$ cat src/rtl/alu_seq_pkg.sv
// Shared opcode, state and helper definitions for the sequenced ALU.
// Opcodes 0..7 keep the encodings of the original 8-bit ALU.
package alu_seq_pkg;

    localparam logic [3:0] OP_NAND = 4'd0;
    localparam logic [3:0] OP_AND  = 4'd1;
    localparam logic [3:0] OP_XOR  = 4'd2;
    localparam logic [3:0] OP_SHR  = 4'd3;
    localparam logic [3:0] OP_MOV  = 4'd4;
    localparam logic [3:0] OP_CMP  = 4'd5;
    localparam logic [3:0] OP_ADD  = 4'd6;
    localparam logic [3:0] OP_SUB  = 4'd7;
    localparam logic [3:0] OP_OR   = 4'd8;
    localparam logic [3:0] OP_SHL  = 4'd9;
    localparam logic [3:0] OP_ROR  = 4'd10;
    localparam logic [3:0] OP_ADC  = 4'd11;
    localparam logic [3:0] OP_SBB  = 4'd12;
    localparam logic [3:0] OP_MUL  = 4'd13;
    localparam logic [3:0] OP_MULH = 4'd14;
    localparam logic [3:0] OP_NOP  = 4'd15;

    typedef enum logic [1:0] {
        ST_IDLE = 2'd0,
        ST_CALC = 2'd1,
        ST_MUL  = 2'd2
    } state_t;

    // Two's-complement overflow from operand and result sign bits.
    function automatic logic signed_ovf(
        input logic a_msb,
        input logic b_msb,
        input logic r_msb,
        input logic sub
    );
        if (sub)
            return (a_msb != b_msb) && (r_msb != a_msb);
        return (a_msb == b_msb) && (r_msb != a_msb);
    endfunction

    function automatic logic is_mul_op(input logic [3:0] op);
        return (op == OP_MUL) || (op == OP_MULH);
    endfunction

endpackage

$ cat src/rtl/alu_seq_mul.sv
// Iterative unsigned shift-add multiplier, one multiplier bit per cycle.
// Bit 0 is folded in on the start edge so the product settles WIDTH cycles on.
module alu_seq_mul
    import alu_seq_pkg::*;
#(
    parameter int WIDTH = 8
) (
    input  logic               clk,
    input  logic               reset,
    input  logic               start,
    input  logic [WIDTH-1:0]   a,
    input  logic [WIDTH-1:0]   b,
    output logic               busy,
    output logic [2*WIDTH-1:0] product
);

    localparam int CW = $clog2(WIDTH) + 1;
    localparam logic [CW-1:0] LAST = CW'(WIDTH);

    logic [2*WIDTH-1:0] mcand;
    logic [WIDTH-1:0]   mplier;
    logic [CW-1:0]      cnt;

    // Load operands with the first partial product, then accumulate one bit per cycle.
    always_ff @(posedge clk or posedge reset) begin
        if (reset) begin
            product <= '0;
            mcand   <= '0;
            mplier  <= '0;
            cnt     <= '0;
            busy    <= 1'b0;
        end else if (start) begin
            product <= b[0] ? {{WIDTH{1'b0}}, a} : '0;
            mcand   <= {{(WIDTH-1){1'b0}}, a, 1'b0};
            mplier  <= b >> 1;
            cnt     <= CW'(1);
            busy    <= 1'b1;
        end else if (busy) begin
            if (mplier[0])
                product <= product + mcand;
            mcand  <= mcand << 1;
            mplier <= mplier >> 1;
            cnt    <= cnt + 1'b1;
            busy   <= (cnt + 1'b1) != LAST;
        end
    end

endmodule

$ cat src/rtl/alu_seq.sv
// Handshaked, parametrised ALU: one-cycle ops through CALC, multiplies through MUL.
// Operands are latched on accept; out and flags are registered and qualified by done.
module alu_seq
    import alu_seq_pkg::*;
#(
    parameter  int WIDTH = 8,
    localparam int SHW   = $clog2(WIDTH)
) (
    input  logic             clk,
    input  logic             reset,
    input  logic [WIDTH-1:0] in_a,
    input  logic [WIDTH-1:0] in_b,
    input  logic [WIDTH-1:0] in_immediate,
    input  logic [3:0]       control,
    input  logic             execute,
    output logic             ready,
    output logic             done,
    output logic [WIDTH-1:0] out,
    output logic             zf,
    output logic             cf,
    output logic             nf,
    output logic             vf
);

    localparam logic [SHW:0] CNT_LAST = (SHW+1)'(WIDTH);

    state_t             state;
    logic [3:0]         op;
    logic [WIDTH-1:0]   alpha;
    logic [WIDTH-1:0]   beta;
    logic [SHW-1:0]     k;
    logic [SHW:0]       cnt;

    logic               accept;
    logic               mul_start;
    logic               mul_busy;
    logic [2*WIDTH-1:0] product;

    logic [WIDTH-1:0]   n_out;
    logic               n_zf;
    logic               n_cf;
    logic               n_nf;
    logic               n_vf;
    logic               upd_zn;
    logic [WIDTH-1:0]   zn_src;
    logic [WIDTH:0]     wide;
    logic               cin;
    logic [SHW-1:0]     km1;
    logic [SHW-1:0]     kneg;
    logic [WIDTH-1:0]   hi;
    logic [WIDTH-1:0]   half;
    logic [WIDTH-1:0]   ror_res;
    logic [WIDTH-1:0]   unused_rot;
    logic               unused_imm;

    assign accept     = execute && ready;
    assign mul_start  = accept && is_mul_op(control);
    assign unused_imm = ^in_immediate[WIDTH-1:SHW];
    assign {unused_rot, ror_res} = {alpha, alpha} >> k;

    alu_seq_mul #(
        .WIDTH(WIDTH)
    ) u_mul (
        .clk    (clk),
        .reset  (reset),
        .start  (mul_start),
        .a      (in_a),
        .b      (in_b),
        .busy   (mul_busy),
        .product(product)
    );

    // Next result and flags for the latched opcode; unchanged flags hold.
    always_comb begin
        n_out  = out;
        n_zf   = zf;
        n_cf   = cf;
        n_nf   = nf;
        n_vf   = vf;
        upd_zn = 1'b0;
        zn_src = '0;
        wide   = '0;
        cin    = 1'b0;
        km1    = k - 1'b1;
        kneg   = '0 - k;
        hi     = product[2*WIDTH-1:WIDTH];
        half   = (op == OP_MULH) ? hi : product[WIDTH-1:0];
        unique case (op)
            OP_NAND: begin
                n_out  = ~(alpha & beta);
                upd_zn = 1'b1;
            end
            OP_AND: begin
                n_out  = alpha & beta;
                upd_zn = 1'b1;
            end
            OP_XOR: begin
                n_out  = alpha ^ beta;
                upd_zn = 1'b1;
            end
            OP_OR: begin
                n_out  = alpha | beta;
                upd_zn = 1'b1;
            end
            OP_SHR: begin
                n_out  = alpha >> k;
                upd_zn = 1'b1;
                if (k != '0)
                    n_cf = alpha[km1];
            end
            OP_SHL: begin
                n_out  = alpha << k;
                upd_zn = 1'b1;
                if (k != '0)
                    n_cf = alpha[kneg];
            end
            OP_ROR: begin
                n_out  = ror_res;
                upd_zn = 1'b1;
            end
            OP_MOV: begin
                n_out = beta;
            end
            OP_ADD, OP_ADC: begin
                cin    = (op == OP_ADC) && cf;
                wide   = {1'b0, alpha} + {1'b0, beta}
                       + {{WIDTH{1'b0}}, cin};
                n_out  = wide[WIDTH-1:0];
                n_cf   = wide[WIDTH];
                n_vf   = signed_ovf(alpha[WIDTH-1], beta[WIDTH-1],
                                    wide[WIDTH-1], 1'b0);
                upd_zn = 1'b1;
            end
            OP_SUB, OP_SBB, OP_CMP: begin
                cin    = (op == OP_SBB) && cf;
                wide   = {1'b0, alpha} - {1'b0, beta}
                       - {{WIDTH{1'b0}}, cin};
                if (op != OP_CMP)
                    n_out = wide[WIDTH-1:0];
                n_cf   = wide[WIDTH];
                n_vf   = signed_ovf(alpha[WIDTH-1], beta[WIDTH-1],
                                    wide[WIDTH-1], 1'b1);
                upd_zn = 1'b1;
            end
            OP_MUL, OP_MULH: begin
                n_out  = half;
                n_cf   = |hi;
                n_vf   = |hi;
                upd_zn = 1'b1;
            end
            default: begin
            end
        endcase
        zn_src = (op == OP_CMP) ? wide[WIDTH-1:0] : n_out;
        if (upd_zn) begin
            n_zf = (zn_src == '0);
            n_nf = zn_src[WIDTH-1];
        end
    end

    // Issue/complete FSM with registered handshake, result and flags.
    always_ff @(posedge clk or posedge reset) begin
        if (reset) begin
            state <= ST_IDLE;
            op    <= OP_NOP;
            alpha <= '0;
            beta  <= '0;
            k     <= '0;
            cnt   <= '0;
            ready <= 1'b1;
            done  <= 1'b0;
            out   <= '0;
            zf    <= 1'b0;
            cf    <= 1'b0;
            nf    <= 1'b0;
            vf    <= 1'b0;
        end else begin
            done <= 1'b0;
            case (state)
                ST_IDLE: begin
                    if (accept) begin
                        op    <= control;
                        alpha <= in_a;
                        beta  <= in_b;
                        k     <= in_immediate[SHW-1:0];
                        cnt   <= (SHW+1)'(1);
                        ready <= 1'b0;
                        state <= is_mul_op(control) ? ST_MUL : ST_CALC;
                    end
                end
                ST_CALC: begin
                    out   <= n_out;
                    zf    <= n_zf;
                    cf    <= n_cf;
                    nf    <= n_nf;
                    vf    <= n_vf;
                    done  <= 1'b1;
                    ready <= 1'b1;
                    state <= ST_IDLE;
                end
                ST_MUL: begin
                    if (cnt == CNT_LAST && !mul_busy) begin
                        out   <= n_out;
                        zf    <= n_zf;
                        cf    <= n_cf;
                        nf    <= n_nf;
                        vf    <= n_vf;
                        done  <= 1'b1;
                        ready <= 1'b1;
                        state <= ST_IDLE;
                    end else begin
                        cnt <= cnt + 1'b1;
                    end
                end
                default: begin
                    state <= ST_IDLE;
                    ready <= 1'b1;
                end
            endcase
        end
    end

endmodule

$ cat config.mk
export PLATFORM = sky130hd
export DESIGN_NAME = alu_seq
export DESIGN_NICKNAME = d
export VERILOG_FILES = /design/src/rtl/alu_seq_pkg.sv /design/src/rtl/alu_seq_mul.sv /design/src/rtl/alu_seq.sv
export SDC_FILE = /design/constraint.sdc
export NUM_CORES = 1
export LEC_CHECK = 0
export ABC_AREA = 1
export BUFFER_PORTS_ARGS = -buffer_cell sky130_fd_sc_hd__buf_2
export CORE_MARGIN = 2
export CORE_UTILIZATION = 51
export DETAILED_ROUTE_END_ITERATION = 8
export HOLD_SLACK_MARGIN = 0.02
export PLACE_DENSITY = 0.69
export SLEW_MARGIN = 20
export SYNTH_ARGS = -nofsm -noshare
export SYNTH_HDL_FRONTEND = slang
export SYNTH_SLANG_ARGS = --single-unit
$ cat constraint.sdc
create_clock -name clk -period 3.8 [get_ports clk]
set_input_delay 0.57 -clock clk [delete_from_list [all_inputs] [get_ports clk]]
set_output_delay 0.57 -clock clk [all_outputs]
set_load 0.05 [all_outputs]
==> out/qor.txt <==
Count of different cell masters after synthesis - 46
Gr usage total - 29.5%
RSZ-0062 raised after global routing - false
Final Hold Viols - 0
Starting density of the core - 51.5%
Row cnt - 43
Placer's final routability congestion estimate - 0.992
Clock Sinks - 86
CTS tree - done
Global-route wire length before repair - 33.9 mm
Setup_tns - 0 ps
Yosys warns - 0
H-tree depth - 3
PD cells - 1030 nW/um^2
Area leader, netlist - dfrtp_1
Status - complete, no violations
Arrival time worst endpoint - 3510 ps
Fin util - 56.7%
Final Non-Filler Cells - 1291
Crit path time final - 3210 ps
Most frequent cell after synthesis - nand2_1
Resized cells post-CTS - 0
Ys async rst share - 100%
Total grt overflow - 0
Initial DRT Pass Iterations - 7
Final HPWL DP - 16.3 mm
Top post-synthesis cells by area - dfrtp_1, nand2_1, ha_1
Synthesis-to-layout area growth - 10.1%
Die Y - 122 um
I/O pin cnt - 45
Hold WC Path Type - input port to asynchronous set/reset pin
Layout cell share with drive strength beyond 1 - 9.54%
Slew @ Worst Pin - 930 ps
Final WL - 20.7 mm
Final Cell Area - 7780 um^2
# diodes - 0
Busiest grt layer - met2
Nets - 1195
Crit end category - flop
Clk root buf - clkbuf_16
Lkg Pwr - 4.09 nW
Worst Path Required - 4100 ps
Synth cell count leaders - nand2_1, inv_1, nand3_1, nor2_1, dfrtp_1
Max VDD drop - 0.458 mV
GRT met3 Usage - 2.67%
Post-DP Area - 7430 um^2
Insertion delay of the later-clocked pin in the worst-skew pair - 360 ps
Synth Flop Type - dfrtp_1
Post-CTS Setup Bufs - 0
Final Cycle Share - 84.5%
Syn_nets - 1162
Seq/Total Area, Yosys - 30.6%
Avg Vias per Cell - 5.45
Crit path max fanout - 9
Maximum number of pins on one net before global-route repair - 51
ANT nets after route - 0
Setup Skew - 9.49 ps
Die area - 14800 um^2
Crit Path Category - flop to flop
Max_cap viols - 0
Mean post-synth cell area - 6.58 um^2
# setup viols final - 0
Clock transition at path regs - 70 ps
Fmax - 311 MHz
FF+latch count, synth - 86
Vias in the first global route - 6499
Avg WL per Cell - 16.0 um
Met1 usage - 40.9%
Port Buf Inserts - 39
Met2 Use GR - 47.7%
Hold Buf Count CTS - 0
Iter 0 DRT Violations - 603
Number of synthesized flops with an enable pin - 0
CP startpoint kind - flop
Core area - 13700 um^2
Tot Pwr - 0.00798 W
Post-Synthesis Cell Area - 7060 um^2
Synth Instances - 1073
Clock Path Buffers - 2
Max-slew violation count - 0
Initial antenna violation count - 0
Die width - 122 um
Via count - 7042
Inst Count DP - 1275
Top cell type's share of synthesized area - 28.7%
CTS buffer count - 9
Worst slew margin - 37.8%
Drt drc - 0
-- power breakdown --
| group | internal (W) | total, W | switching (W) | leakage (nW) |
|---|---|---|---|---|
| Sequential | 0.00131 | 0.00179 | 0.000480 | 1.08 |
| Clock | 0.000654 | 0.00107 | 0.000416 | 0.170 |
| Combinational | 0.00170 | 0.00512 | 0.00342 | 2.84 |
| Total | 0.00366 | 0.00798 | 0.00432 | 4.09 |
-- final timing paths --
kind / from / endpoint / slack [ps] / cells past startpoint
min in group clk: in_immediate[0] / k[0] / 420 / 3
min: reset / u_mul.cnt[2] / 260 / 2
min reg2reg: zf / zf / 480 / 2
max: op[0] / zf / 590 / 16
max reg2reg: op[0] / zf / 590 / 16
max in group asynchronous: reset / zf / 2760 / 3
-- routing by layer --
metal  vias up  wire (um)
li1       3550          -
met1      3224       9470
met2       229       9560
met3        39       1000
met4         0        656
met5         -          0
-- cell families (layout without fill, tap and decap cells) --
family,count (synthesis),count (layout),synth area share (%)
buffers and inverters,156,194,8.66
adder cells (fa/ha/maj),58,58,10.8
XOR/XNOR,11,11,1.36
AO/OA/AOI/OAI,160,160,12.6
flip-flops,86,86,30.6
AND/OR/NAND/NOR,602,602,36.0
-- state kept, by name (all words and copies together) (netlist names), 2 cells and up --
name / flops
u_mul.mplier: 7
cnt: 4
state: 2
out: 8
beta: 8
u_mul.mcand: 15
k: 3
op: 4
alpha: 8
u_mul.cnt: 4
u_mul.product: 16
-- critical path, cell delays in order, from the launching register on --
cell      delay [ps]
dfstp_2          420
nor2_2           340
nand3_1          250
fa_1             480
fa_1             430
or2_2            320
nand2_1           80
nand3b_1         100
nand2_1           80
nand2_1           40
nand3_1           70
nand4_1          110
nand2_1          100
nor2_1            50
nor2_1           130
nand3_1           90
nand2_1           60
-- area by class of cell --
type,instances,area [um^2]
inverter,133,500
tap,180,225
clock inverter,7,129
clock buffer,9,225
fill,1375,5940
sequential,86,2160
multi-input combinational,831,4300
timing repair buffer,45,240
-- placed cells by master (no fill, tap or decap), types with 10 or more instances in the layout --
cell type,count
o22ai_1,14
nand4_1,10
o21ai_0,73
nor2_1,93
ha_1,53
nand2_1,351
buf_2,39
a21oi_1,42
dfrtp_1,81
nand3_1,108
inv_1,120
-- per-stage QoR --
stage / worst slack, ps / hold WS [ps]
3_3_place_gp: 676 / 459
5_1_grt: 315 / 322
2_1_floorplan: 1020 / 443
3_5_place_dp: 662 / 469
4_1_cts: 643 / 277
6_report: 588 / 261
Power figures use the tool's default switching activity.
